`src/rtl/param_count_capture.sv`:
```
// Parametrised up/down modulo counter with one-shot stop, synchronous load,
// capture register with valid flag and a registered terminal-count pulse.
module param_count_capture #(
    parameter int unsigned       WIDTH    = 8,
    parameter bit                AUTO_CAP = 1'b1,
    parameter logic [WIDTH-1:0]  RST_VAL  = '0
) (
    input  logic             clk,
    input  logic             rst_n,
    input  logic             count,
    input  logic             dir,
    input  logic             one_shot,
    input  logic             load,
    input  logic [WIDTH-1:0] load_val,
    input  logic [WIDTH-1:0] mod_val,
    input  logic             capture,
    output logic [WIDTH-1:0] cnt,
    output logic             q,
    output logic [WIDTH-1:0] reg_out,
    output logic             reg_valid,
    output logic             done
);

    typedef enum logic {RUN, DONE} state_t;

    state_t           state;
    logic             clamp_pend;
    logic [WIDTH-1:0] cur;
    logic [WIDTH-1:0] load_clamped;
    logic             run_en;
    logic             term;
    logic             cap_en;

    // The reset value is a constant; it is clamped against mod_val on the
    // first cycle after reset so the async reset path stays constant.
    always_comb begin
        cur          = (clamp_pend && (cnt > mod_val)) ? mod_val : cnt;
        load_clamped = (load_val > mod_val) ? mod_val : load_val;
        run_en       = count && (state == RUN);
        term         = run_en && !load && (dir ? (cur == '0) : (cur == mod_val));
        cap_en       = capture || (AUTO_CAP && term);
    end

    always_ff @(posedge clk or negedge rst_n) begin
        if (!rst_n) begin
            state      <= RUN;
            done       <= 1'b0;
            cnt        <= RST_VAL;
            q          <= 1'b0;
            reg_out    <= '0;
            reg_valid  <= 1'b0;
            clamp_pend <= 1'b1;
        end else begin
            clamp_pend <= 1'b0;
            q          <= term;

            if (cap_en) begin
                reg_out   <= cur;
                reg_valid <= 1'b1;
            end

            if (load) begin
                cnt   <= load_clamped;
                state <= RUN;
                done  <= 1'b0;
            end else if (term && !one_shot) begin
                cnt <= dir ? mod_val : '0;
            end else if (term) begin
                cnt   <= cur;
                state <= DONE;
                done  <= 1'b1;
            end else if (run_en) begin
                // Natural 2^WIDTH overflow when mod_val was lowered below cnt.
                cnt <= dir ? (cur - WIDTH'(1)) : (cur + WIDTH'(1));
            end else begin
                cnt <= cur;
            end
        end
    end

endmodule

```
`config.mk`:
```
export PLATFORM = sky130hd
export DESIGN_NAME = param_count_capture
export DESIGN_NICKNAME = d
export VERILOG_FILES = /design/src/rtl/param_count_capture.sv
export SDC_FILE = /design/constraint.sdc
export NUM_CORES = 1
export LEC_CHECK = 0
export CORE_ASPECT_RATIO = 1.4
export CORE_MARGIN = 5
export CORE_UTILIZATION = 51
export DETAILED_ROUTE_END_ITERATION = 7
export GPL_ROUTABILITY_DRIVEN = 0
export GPL_TIMING_DRIVEN = 0
export PLACE_DENSITY = 0.82
export SLEW_MARGIN = 20
export SYNTH_ARGS = -nofsm -noshare
export SYNTH_HDL_FRONTEND = slang
export SYNTH_SLANG_ARGS = --single-unit
```
`constraint.sdc`:
```
create_clock -name clk -period 4.45 [get_ports clk]
set_input_delay 0.89 -clock clk [delete_from_list [all_inputs] [get_ports clk]]
set_output_delay 0.89 -clock clk [all_outputs]
set_load 0.01 [all_outputs]
```
==> impl_results.md <==
- Biggest area consumer among synthesized cells: dfrtp_1
- H-tree lvl count: 1
- Warnings, synthesis: 0
- Buffers added on ports: between 40 and 50
- Total GRT Usage: roughly a fifth
- Cells after synthesis: between 200 and 250
- Clk_lat worst skew: between 0.2 and 0.3 ns
- CTS buffer count: 3
- Reg2reg setup slack: 0.74 ns
- Largest cells by area after synthesis: dfrtp_1 (24%), ha_1 (15%), mux2_4 (6.2%)
- Max_slew headroom: 37.05%
- Psw: around 0.56 mW
- Count of pins over their slew limit: 0
- Measured slew at the worst slew-check pin: approximately 0.94 ns
- DR WL/cell: ~18 microns
- Status: finished, final reports clean
- Worst slack at placement: -0.7915 ns
- Final Skew: between 0.006 and 0.007 ns
- Vias in the first global route: 2008
- Layout cell share with drive strength beyond 1: between 10 and 15%
- Startpoint types: primary input
- Sw Share: between 40% and 50%
- Reg2Reg Capture Point: cnt[6]
- Peak Freq: 234.6 MHz
- CTS tree: built
- Min-delay worst type: reg2reg
- # rows: 26
- Via count: roughly 1900
- Final setup fails: 0
- Reg-to-Reg Start: cnt[5]
- Power Internal: around 0.81 mW
- Clk sinks: 20
- Final Hold Vio Count: 0
- Largest net degree at the start of global routing: 21
- CTS Hold Bufs: 0
- Crit-path max FO: 5
- I/O pin total: 42
- Seq pwr share: between 20% and 30%
- Global-route wire length before repair: just over 9 mm
- Final hold slack: between 0.4 and 0.5 ns
- Yosys cell types: 48
- Longest Clk Path Bufs: 2
- RSZ-0062 raised after global routing: false
- Synthesis-stage register bit count: 20
- Final Critical Period: about 4.3 ns
- Top-area cell type share of the netlist area: between 20 and 25%
- Crit path arrival time: 4.38 ns
- Final WS setup: approximately 0.19 ns
- Ant diodes: 0
- Synthesized area: 1942 sq um
- Number of synthesized flops with an enable pin: 0
- DR iter-0 viols: 71
- Required time of the critical path: approximately 4.6 ns
- Combinational power share: 63.7%
- Post-synthesis sequential area ratio: around 26%
- DRC: 0
- Crit path to: cnt[6]
- Die H: a little over 80 microns
- Synthesized Nets: ~260
- Ys async rst share: 100.0%
- Initial antenna violation count: 0
- Post-route ant nets: 0
- Final layout net count: 306
- Clk pwr share: a little over an eighth
- CP endpoint kind: flop
- Crit. Startpoint: mod_val[1]
- LEAKAGE: roughly 1.2 nW
- Area growth syn-to-layout: 32.35%
- GRT overflow: 0
- Root buf cell: clkbuf_8
- Max-capacitance violation count: 0
- Detailed Place HPWL: between 4 and 5 mm
- Fin util: 69.91%
- Top_reg_cell synth: dfrtp_1
- R2R cell count: 14
- Die extent in x: between 60 and 70 microns
- Pwr Density: roughly 530 nW/um^2
- Final period util: 95.79%
- Drt via density: roughly 6.3
- Drt total wl: between 5 and 6 mm
- Clock slew at reported path FFs: around 0.080 ns
- 1st-pass router iterations: 4
- CP Class: in2reg
- Post-Syn Area per Cell: between 9 and 10 sq um
- Core box area: about 3700 sq um
- Die Footprint: around 5200 sq um
- Initial Utilization: ~53%
- Max VDD drop: 0.4212 mV
- Setup TNS: 0 ns
[state kept, by name, summed over array words and instances, names as in the netlist]
register	flops
cnt	8
reg_out	8
clamp_pend	1
q	1
reg_valid	1
state	1
[metal layers]
layer  global-route usage [%]  vias to the layer above  share of wire (%)
met4                    9.665                        0                2.3
li1                         -                      895                  -
met3                    3.649                       17                6.0
met5                        0                        -                  0
met2                    37.08                       82                 53
met1                    25.08                      899                 39
[how the worst min path moves through the flow]
stage,start,slack (ns),end,cells past startpoint
floorplan,reg_valid,0.51,reg_valid,1
global placement,reg_valid,0.46,reg_valid,1
detailed placement,reg_valid,0.45,reg_valid,1
CTS,reg_valid,0.48,reg_valid,1
global route,reg_valid,0.50,reg_valid,1
finish,reg_valid,0.48,reg_valid,1
[power by group through the flow]
stage                     clock network (mW)  registers (mW)  logic [mW]
after floorplan                            0           0.333       0.492
after global placement                     0           0.313       0.775
after detailed placement                   0           0.313       0.796
after CTS                              0.188           0.310       0.860
after global routing                   0.195           0.323       0.947
final                                  0.184           0.312       0.871
[cells by family (layout without fill, tap and decap cells)]
group / count (synthesis) / in the layout / synth area share (%)
compound gates: 70 / 70 / 26.35
xor+xnor: 13 / 13 / 5.863
fa+ha+maj: 24 / 24 / 15.85
buf+inv: 17 / 64 / 3.350
flops: 20 / 20 / 25.84
mux: 10 / 10 / 7.281
other cells: 1 / 1 / 0.1931
simple gates: 56 / 56 / 15.27
[per-stage QoR]
stage | cell area [sq um] | total power [mW] | std cells
final | 2570 | 1.367 | 300
after global routing | 2570 | 1.465 | 300
after CTS | 2549 | 1.359 | 299
after detailed placement | 2405 | 1.108 | 294
after global placement | 2405 | 1.089 | 294
after floorplan | 1942 | 0.8251 | 211
[layout make-up]
cell class              count  area, sq um
plain buffers               5        23.77
clock buffers               3        41.29
clock inverters             1        30.03
fillers                   284         1106
inverters                  12        45.04
multi-input cells         174         1449
flip-flops and latches     20        501.7
well taps                  42        52.55
repair buffers             43        426.7
[cell usage after synthesis, types with 2 or more instances]
| master | number |
|---|---|
| nor2_1 | 9 |
| a21o_1 | 14 |
| nor4_1 | 2 |
| o211ai_1 | 5 |
| clkbuf_1 | 4 |
| o21ai_0 | 12 |
| nand4b_1 | 2 |
| nand2b_1 | 2 |
| nand4_1 | 7 |
| nand3_1 | 6 |
| a221oi_1 | 7 |
| inv_1 | 12 |
| nand2_1 | 14 |
| xnor2_1 | 11 |
| and3_1 | 2 |
| ha_1 | 23 |
| a21oi_1 | 18 |
| mux2_4 | 8 |
| nor3_1 | 5 |
| xor2_1 | 2 |
| dfrtp_1 | 19 |
[cells in the final DEF, fill, tap and decap left out, drive strengths merged, types with 2 or more instances in the layout]
| cell | n |
|---|---|
| o21ai | 13 |
| xor2 | 2 |
| a221oi | 7 |
| nand2b | 2 |
| nor4 | 2 |
| nor2 | 10 |
| mux2 | 9 |
| a2111oi | 2 |
| a21oi | 19 |
| o211ai | 5 |
| dlygate4sd2 | 5 |
| nand3 | 6 |
| dlymetal6s2s | 3 |
| and3 | 2 |
| ha | 23 |
| a21o | 14 |
| nor3 | 5 |
| nand2 | 14 |
| xnor2 | 11 |
| clkbuf | 8 |
| nand4 | 7 |
| inv | 12 |
| buf | 2 |
| nand4b | 2 |
| dfrtp | 19 |
| clkdlybuf4s50 | 33 |
[critical path: stages]
cell and delay [ns]:
dlygate4sd2_1 0.32, inv_1 0.13, ha_1 0.32, nor2b_1 0.13, o211ai_1 0.30, nand3_4 0.16, nand2_4 0.12, mux2_2 0.38
fa_2 0.38, a21o_1 0.17, a21o_1 0.20, a21o_1 0.19, a21oi_1 0.18, xnor2_1 0.09, a221oi_1 0.29, a22oi_1 0.10
[what timing repair did]
action / 4_1_cts / 5_1_grt
buffers inserted: 1 / 1
hold endpoints to repair: 0 / 0
cloned: 0 / 0
pin swaps: 4 / 2
gates resized for setup: 23 / 7
endpoints found under the setup margin: 5 / 4
No activity file was read; power rests on OpenSTA's default activity.
